File: src/rtl/host_cycle_sync_pkg.sv
// Shared definitions for the host bus-cycle controller: state encoding and
// default host-cycle counts for normal (2MHz) and stretched (1MHz) accesses.
package host_cycle_sync_pkg;

  typedef enum logic [1:0] {
    IDLE   = 2'd0,
    ALIGN  = 2'd1,
    ACTIVE = 2'd2,
    DONE   = 2'd3
  } state_t;

  localparam int NORM_CYCLES_DEF = 1;
  localparam int FE4X_CYCLES_DEF = 2;

  // Larger of the two cycle counts; the host-cycle counter must hold it.
  function automatic int max_cycles(input int a, input int b);
    return (a > b) ? a : b;
  endfunction

endpackage

File: src/rtl/sync_edge_det.sv
// Multi-flop synchroniser for an asynchronous host-clock input with
// single-clk rise/fall pulses derived from the synchronised level.
module sync_edge_det #(
  parameter int SYNC_STAGES = 2
) (
  input  logic clk,
  input  logic resetb,
  input  logic d,
  output logic q,
  output logic rise,
  output logic fall
);

  logic [SYNC_STAGES-1:0] sync_p0;
  logic                   q_d_p1;

  // Shift the async input through the chain; keep one extra delayed copy
  // of the synchronised level for edge detection.
  always_ff @(posedge clk or negedge resetb) begin
    if (!resetb) begin
      sync_p0 <= '0;
      q_d_p1  <= 1'b0;
    end else begin
      sync_p0 <= {sync_p0[SYNC_STAGES-2:0], d};
      q_d_p1  <= sync_p0[SYNC_STAGES-1];
    end
  end

  assign q    = sync_p0[SYNC_STAGES-1];
  assign rise = ~q_d_p1 &  q;
  assign fall =  q_d_p1 & ~q;

endmodule

File: src/rtl/host_cycle_sync.sv
// Host bus-cycle controller: holds the fast CPU while a host-bound access
// is aligned to the slow phi0, stretched for 1MHz regions, and completed.
module host_cycle_sync
  import host_cycle_sync_pkg::*;
#(
  parameter int SYNC_STAGES = 2,
  parameter int NORM_CYCLES = NORM_CYCLES_DEF,
  parameter int FE4X_CYCLES = FE4X_CYCLES_DEF,
  parameter int CNT_W       = 2
) (
  input  logic clk,
  input  logic resetb,
  input  logic bbc_phi0,
  input  logic host_req,
  input  logic cpu_rnw,
  input  logic dec_fe4x,
  output logic cpu_rdy,
  output logic lat_en,
  output logic bbc_rnw,
  output logic bbc_data_oe,
  output logic rdata_cap,
  output logic busy
);

  localparam logic [CNT_W-1:0] NORM_LOAD = CNT_W'(NORM_CYCLES);
  localparam logic [CNT_W-1:0] FE4X_LOAD = CNT_W'(FE4X_CYCLES);
  localparam logic [CNT_W-1:0] CNT_LAST  = CNT_W'(1);

  state_t           state;
  logic [CNT_W-1:0] cnt;
  logic             rnw_q;
  logic             fe_q;
  logic             phi0_s;
  logic             phi0_fall;
  logic             phi0_rise_unused;

  sync_edge_det #(
    .SYNC_STAGES(SYNC_STAGES)
  ) u_phi0_sync (
    .clk    (clk),
    .resetb (resetb),
    .d      (bbc_phi0),
    .q      (phi0_s),
    .rise   (phi0_rise_unused),
    .fall   (phi0_fall)
  );

  // Access sequencer: accept in IDLE, wait for a phi0 fall to start the
  // host cycle, count host periods, then release the CPU for one DONE clk.
  // A fall coincident with acceptance is never seen in ALIGN because the
  // fall pulse is only one clk wide.
  always_ff @(posedge clk or negedge resetb) begin
    if (!resetb) begin
      state   <= IDLE;
      cnt     <= '0;
      rnw_q   <= 1'b1;
      fe_q    <= 1'b0;
      cpu_rdy <= 1'b1;
      lat_en  <= 1'b1;
      bbc_rnw <= 1'b1;
      busy    <= 1'b0;
    end else begin
      case (state)
        IDLE: begin
          if (host_req) begin
            rnw_q   <= cpu_rnw;
            fe_q    <= dec_fe4x;
            cpu_rdy <= 1'b0;
            busy    <= 1'b1;
            state   <= ALIGN;
          end
        end
        ALIGN: begin
          if (phi0_fall) begin
            lat_en  <= 1'b0;
            bbc_rnw <= rnw_q;
            cnt     <= fe_q ? FE4X_LOAD : NORM_LOAD;
            state   <= ACTIVE;
          end
        end
        ACTIVE: begin
          if (phi0_fall) begin
            if (cnt == CNT_LAST) begin
              cpu_rdy <= 1'b1;
              lat_en  <= 1'b1;
              bbc_rnw <= 1'b1;
              state   <= DONE;
            end else begin
              cnt <= cnt - 1'b1;
            end
          end
        end
        DONE: begin
          busy  <= 1'b0;
          state <= IDLE;
        end
        default: state <= IDLE;
      endcase
    end
  end

  // Write data is driven only in the phi0-high half of each active host
  // period; read data is captured on the fall that ends the last period.
  assign bbc_data_oe = (state == ACTIVE) & ~rnw_q & phi0_s;
  assign rdata_cap   = (state == ACTIVE) &  rnw_q & phi0_fall & (cnt == CNT_LAST);

endmodule

File: config.mk
export PLATFORM = sky130hd
export DESIGN_NAME = host_cycle_sync
export DESIGN_NICKNAME = d
export VERILOG_FILES = /design/src/rtl/host_cycle_sync_pkg.sv /design/src/rtl/sync_edge_det.sv /design/src/rtl/host_cycle_sync.sv
export SDC_FILE = /design/constraint.sdc
export NUM_CORES = 1
export LEC_CHECK = 0
export CAP_MARGIN = 15
export CORE_AREA = 2 2 42 44
export CTS_CLUSTER_SIZE = 12
export DETAILED_ROUTE_END_ITERATION = 16
export DIE_AREA = 0 0 44 46
export PLACE_DENSITY = 0.74
export RECOVER_POWER = 100
export SETUP_SLACK_MARGIN = 0.4
export SLEW_MARGIN = 20
export SYNTH_ARGS = -nofsm -noshare
export SYNTH_HDL_FRONTEND = slang
export SYNTH_SLANG_ARGS = --single-unit
File: constraint.sdc
create_clock -name clk -period 1.7 [get_ports clk]
set_clock_uncertainty 0.1 [all_clocks]
set_input_delay 0.17 -clock clk [delete_from_list [all_inputs] [get_ports clk]]
set_output_delay 0.17 -clock clk [all_outputs]
set_load 0.05 [all_outputs]
Word-level counts from Yosys, hierarchy flattened:

Cells that the tools add are included.

* flip-flop bits (word level): 13
* bits of input ports: 6
* output and inout bits: 6

* multiplexer cells: 20
* reduce and logical (&&, ||, !) cells: 10
* eq/ne operators: 9
* add/subtract/negate cells: 1
* bitwise operators: 8

Operators by type and width (number)
* $mux 2: 8
* $reduce_and 4->1: 4
* $ne 2x2->1 const B: 5
* $pmux 1 s2: 4
* $pmux 2 s4: 1
* $and 1x1->1: 6
* $mux 1: 6
* $reduce_bool 2->1: 3
* $eq 2x1->1 const B: 2
* $eq 2x2->1 const B: 2
* $pmux 2 s2: 1
* $reduce_and 2->1: 2
* $logic_not 2->1: 1
* $not 1->1: 2
* $sub 2x1->2 const B: 1

Longest topological paths before layout:

Gate-level depths: netlist (run 1).

* depth in word-level cells: 4
* mapped depth: 7
* mapped depth without buffers: 6

Hierarchy:

A second synthesis (run 1) with hierarchy kept.

* cell total of the unflattened synthesis: 65
* area, all modules: 755.7 um2

By module, submodules not included
* host_cycle_sync: cells each 60, instances 1, seq. area each 255.2 um2, area each 665.6 um2
* sync_edge_det: cells each 5, instances 1, seq. area each 75.1 um2, area each 90.1 um2

Worst setup path after synthesis (run 1):

OpenSTA, ideal clock, no wires.

* kind: register to output
* start point: reg state[0]
* end point: out bbc_data_oe
* data arrival time: 1440 ps
* path slack: -10 ps
* cell stages (with the launch flop): 5
* path buffers: 0
* cell sequence: dfrtp_1 -> inv_1 -> ha_1 -> nand2_1 -> nor2_1

* longest elaborated chain between the ends: 3

RTL lines
* start, declared: RTL line host_cycle_sync.sv:29 `state_t state;`
* start signal, assigned: RTL line host_cycle_sync.sv:54 `state <= IDLE;`
* start signal, assigned: RTL line host_cycle_sync.sv:70 `state <= ALIGN;`
* start signal, assigned: RTL line host_cycle_sync.sv:78 `state <= ACTIVE;`
* $eq 2x2->1: RTL line host_cycle_sync.sv:104 `assign bbc_data_oe = (state == ACTIVE) & ~rnw_q & phi0_s;`
* $and 1x1->1 (2 in series): RTL line host_cycle_sync.sv:104
* end, declared: RTL line host_cycle_sync.sv:20 `output logic bbc_data_oe,`

No other way between the ends.

Worst setup path in the final report (run 1):

* start point: reg state[0]
* end point: reg cpu_rdy

* longest elaborated chain between the ends: 3
* elaborated cells on any way between the ends: 8

RTL lines
* $eq 2x2->1 or $logic_not 2->1 (tied branches): RTL line host_cycle_sync.sv:63 `case (state)`
* $ne 2x2->1 (no source line) or $reduce_bool 2->1 (tied branches)
* $reduce_and 4->1 (no source line)
* end signal, assigned: RTL line host_cycle_sync.sv:58 `cpu_rdy <= 1'b1;`
* end signal, assigned: RTL line host_cycle_sync.sv:68 `cpu_rdy <= 1'b0;`
* end signal, assigned: RTL line host_cycle_sync.sv:84 `cpu_rdy <= 1'b1;`
* end, declared: RTL line host_cycle_sync.sv:17 `output logic cpu_rdy,`

Parallel ways exist; a longest one is shown, timed or not.
A chain may end at the register's enable or synchronous reset.

==> run_results.csv, run 1 <==
group,metric,value,unit
timing,holdWs,257,ps
floorplan,start_util,47.8,%
clocking,clock_latency,280,ps
floorplan,fp.dieArea,0.00202,mm²
floorplan,die-height,46,µm
power_and_ir_drop,power_per_cell_area,1980,mW/mm²
worst_setup_path,worst_ep_required_time,1810,ps
hold_path,hp-start,"u_phi0_sync.sync_p0[0]",
worst_setup_path,slowest_stage,"sky130_fd_sc_hd__dfrtp_1",
logic_synthesis,cells_after_synthesis,71,
logic_synthesis,ys_ff_latch,13,
global_routing,vias_in_the_first_global_route,626,
status,status,"completed",
worst_setup_path,crit_chain,"inv_4 > clkbuf_1 > ha_4 > mux2i_2 > and2b_1 > mux2_4",
clocking,hold_buffers,0,
timing,period_share,97.3,%
logic_synthesis,synth_cell_type_count,26,
worst_setup_path,critical_path.startpoint_type,"flop",
timing,tightest_slew,712,ps
timing,maxClockFrequency,604,MHz
logic_synthesis,ys_top_cells_by_area,"sky130_fd_sc_hd__dfrtp_1 29%, sky130_fd_sc_hd__dfstp_2 14%, sky130_fd_sc_hd__ha_1 13%",
floorplan,core_area,0.00161,mm²
worst_setup_path,cpLargestDelayFamily,"multiplexers",
logic_synthesis,yosysSeqAreaShare,42.8,%
route,drt-pass1-iter-count,6,
timing,setup-tns-final,0,ps
logic_synthesis,netlist_top_cells_count,"9 x sky130_fd_sc_hd__dfrtp_1, 9 x sky130_fd_sc_hd__nor2_1, 8 x sky130_fd_sc_hd__ha_1",
global_routing,grt_max_degree,14,
route,drc,0,
logic_synthesis,synthDominantAreaCellType,"sky130_fd_sc_hd__dfrtp_1",
logic_synthesis,post_synthesis_cell_area,772,µm²
logic_synthesis,syn_nets,85,
worst_setup_path,critPathCaptureType,"flop",
route,detailedRoute.firstIterationViolations,14,
logic_synthesis,netlist.area_leader.share,29.2,%
clocking,htree_num_levels,1,
route,detail_route.wirelength,1750,µm
timing,timing_max_transition_violations_final,0,
floorplan,die-width,44,µm
route,drt.antenna.violating_nets,0,
timing,slew_headroom,52.6,%
floorplan,ioPinCount,12,
timing,rsz0062_at_grt,"yes",
worst_setup_path,critical_path.n_buffers_inverters,2,
worst_setup_path,regToRegStartpoint,"state[0]",
timing,report.final.setup_viol,0,
route,via_count,628,
placed_design,dp_hpwl,1020,µm
flow_run,timing.max_cap.violations,0,
worst_setup_path,timing.critical_path.arrival,1770,ps
clocking,clkTransAtPathRegs,90,ps
route,avgViaCountPerCell,5.41,
clocking,numCtsBuffers,3,
cells_and_area,drive_gt1_share,51.5,%
cells_and_area,num-fill-cells,85,
placed_design,placement.io_buffers,11,
worst_setup_path,r2r_setup_slack,50,ps
global_routing,grt_overflow,0,
placed_design,globalplace.congestion,0.810,
worst_setup_path,critPathMaxStageDelay,420,ps
logic_synthesis,postSynthAreaPerCell,10.9,µm²
route,avgRoutedWirePerCell,15.1,µm
clocking,clock_sinks,13,
global_routing,grt_antenna_before_repair,0,
worst_setup_path,path_class,"reg2reg",
hold_path,worst_hold_path_type,"reg2reg",
logic_synthesis,top_ff_cell_synth,"sky130_fd_sc_hd__dfrtp_1",
power_and_ir_drop,irDropWorstVdd,0.00135,V
cells_and_area,fin_nets,114,
cells_and_area,antenna-diode-count,0,
floorplan,num_rows,15,
clocking,cts_tree,"yes",
logic_synthesis,synth_warnings,0,
logic_synthesis,async_flop_share,100,%
power_and_ir_drop,p_leak,0.542,nW
cells_and_area,area.growth.synth_to_final,57.5,%
worst_setup_path,largest_fanout_on_the_critical_path,5,
timing,timing.final.hold_violations,0,
logic_synthesis,synth_edf_count,0,
clocking,cts.root.buffer_cell,"sky130_fd_sc_hd__clkbuf_4",
worst_setup_path,origin_of_the_worst_setup_path,"state[0]",
global_routing,grt.total_usage,19.2,%
timing,final_period_minus_worst_setup_slack,1650,ps
global_routing,grt_first_pass_wirelength,2720,µm
clocking,clock_path_buffers,2,
[layer usage]
| metal | vias to the layer above | track usage [%] | part of all wire (%) |
|---|---|---|---|
| met5 | - | 0 | 0 |
| met4 | 0 | 15.8 | 2.9 |
| met3 | 8 | 4.76 | 4.9 |
| met2 | 21 | 30.0 | 49 |
| met1 | 302 | 22.3 | 43 |
| li1 | 297 | - | - |
[sequential cells by signal, indices dropped and copies added (netlist names)]
signal and count:
bbc_rnw 1, busy 1, cnt 2, cpu_rdy 1
fe_q 1, lat_en 1, rnw_q 1, state 2
u_phi0_sync.q_d_p1 1, u_phi0_sync.sync_p0 2
[placed cells by master (no fill, tap or decap), types with 2 or more instances in the layout]
master                            netlist  layout
sky130_fd_sc_hd__dlygate4sd3_1          0       2
sky130_fd_sc_hd__mux2_4                 2       4
sky130_fd_sc_hd__buf_6                  1       5
sky130_fd_sc_hd__nor2_1                 9       7
sky130_fd_sc_hd__dfstp_1                0       3
sky130_fd_sc_hd__and2b_1                2       2
sky130_fd_sc_hd__inv_4                  0       2
sky130_fd_sc_hd__nor2_4                 0       2
sky130_fd_sc_hd__clkbuf_4               0       3
sky130_fd_sc_hd__nand2_1                4       3
sky130_fd_sc_hd__buf_12                 0       4
sky130_fd_sc_hd__nor2b_4                1       2
sky130_fd_sc_hd__nand2_4                0       2
sky130_fd_sc_hd__a21oi_1                5       2
sky130_fd_sc_hd__inv_1                  6       4
sky130_fd_sc_hd__buf_4                  0       8
sky130_fd_sc_hd__mux2i_1                3       2
sky130_fd_sc_hd__dfrtp_1                9       8
sky130_fd_sc_hd__a21oi_2                2       4
sky130_fd_sc_hd__clkbuf_1               0       4
sky130_fd_sc_hd__ha_4                   0       6
sky130_fd_sc_hd__clkdlybuf4s50_1        0       3
[where the power goes]
group | switching (mW) | internal, mW
registers | 0.161 | 0.451
clock network | 0.108 | 0.0911
logic | 0.756 | 0.838
total | 1.03 | 1.38
[stage by stage]
step	setup slack [ps]	area (µm²)	util, %	std cells	power (mW)
2_1_floorplan	175	793	-	71	1.37
3_5_place_dp	62.6	983	60.9	101	1.70
6_report	45.1	1220	75.3	116	2.41
5_1_grt	12.5	1220	75.3	116	2.55
4_1_cts	96.6	1200	74.2	116	2.30
3_3_place_gp	65.1	983	60.9	101	1.66
[worst register-to-register path, delay by kind of cell (launching register included)]
family	cells	cell delay (ps)
muxes	2	460
DFF	1	420
and+or+nand+nor	1	220
buffers and inverters	2	210
adders and majority gates	1	180
[kinds of logic after synthesis]
| group | count (synthesis) | synth area share [%] |
|---|---|---|
| fa+ha+maj | 8 | 13.0 |
| compound gates | 13 | 11.8 |
| mux | 7 | 10.7 |
| flops | 13 | 42.8 |
| simple gates | 23 | 17.3 |
| buf+inv | 7 | 4.38 |
[worst paths after layout]
path | end | depth (start not counted)
min in group asynchronous | u_phi0_sync.q_d_p1 | 2
max | cpu_rdy | 6
max in group asynchronous | state[1] | 2
max reg2reg | cpu_rdy | 6
min reg2reg | u_phi0_sync.sync_p0[1] | 0
min | u_phi0_sync.sync_p0[1] | 0
[cell type report]
class	count	area, µm²	share of cell area [%]
clock buffer	4	26.3	2.16
tap	17	21.3	1.75
inverter	6	27.5	2.26
sequential	13	332	27.3
timing repair buffer	25	258	21.2
multi-input combinational	51	552	45.4
[timing repair]
item / in CTS / in global routing
setup buffers: 11 / 0
endpoints found under the hold margin: 0 / 0
setup endpoints to repair: 11 / 12
pin swaps: 12 / 6
resized for setup: 21 / 13
(Power assumes the default switching activity.)
==> run 2: changes to the inputs <==
--- a/config.mk
+++ b/config.mk
@@ -13,6 +13,7 @@
 export PLACE_DENSITY = 0.74
 export RECOVER_POWER = 100
 export SETUP_SLACK_MARGIN = 0.4
+export SKIP_LAST_GASP = 1
 export SLEW_MARGIN = 20
 export SYNTH_ARGS = -nofsm -noshare
 export SYNTH_HDL_FRONTEND = slang
==> results of run 2 <==
No change in the layout: final DEF, timing and power equal those of run 1.
==> run 3: changes to the inputs <==
--- a/config.mk
+++ b/config.mk
@@ -5,6 +5,8 @@
 export SDC_FILE = /design/constraint.sdc
 export NUM_CORES = 1
 export LEC_CHECK = 0
+export ABC_AREA = 0
+export ABC_CLOCK_PERIOD_IN_PS = 1700
 export CAP_MARGIN = 15
 export CORE_AREA = 2 2 42 44
 export CTS_CLUSTER_SIZE = 12
==> results of run 3 <==
No change in the layout: final DEF, timing and power equal those of run 1.
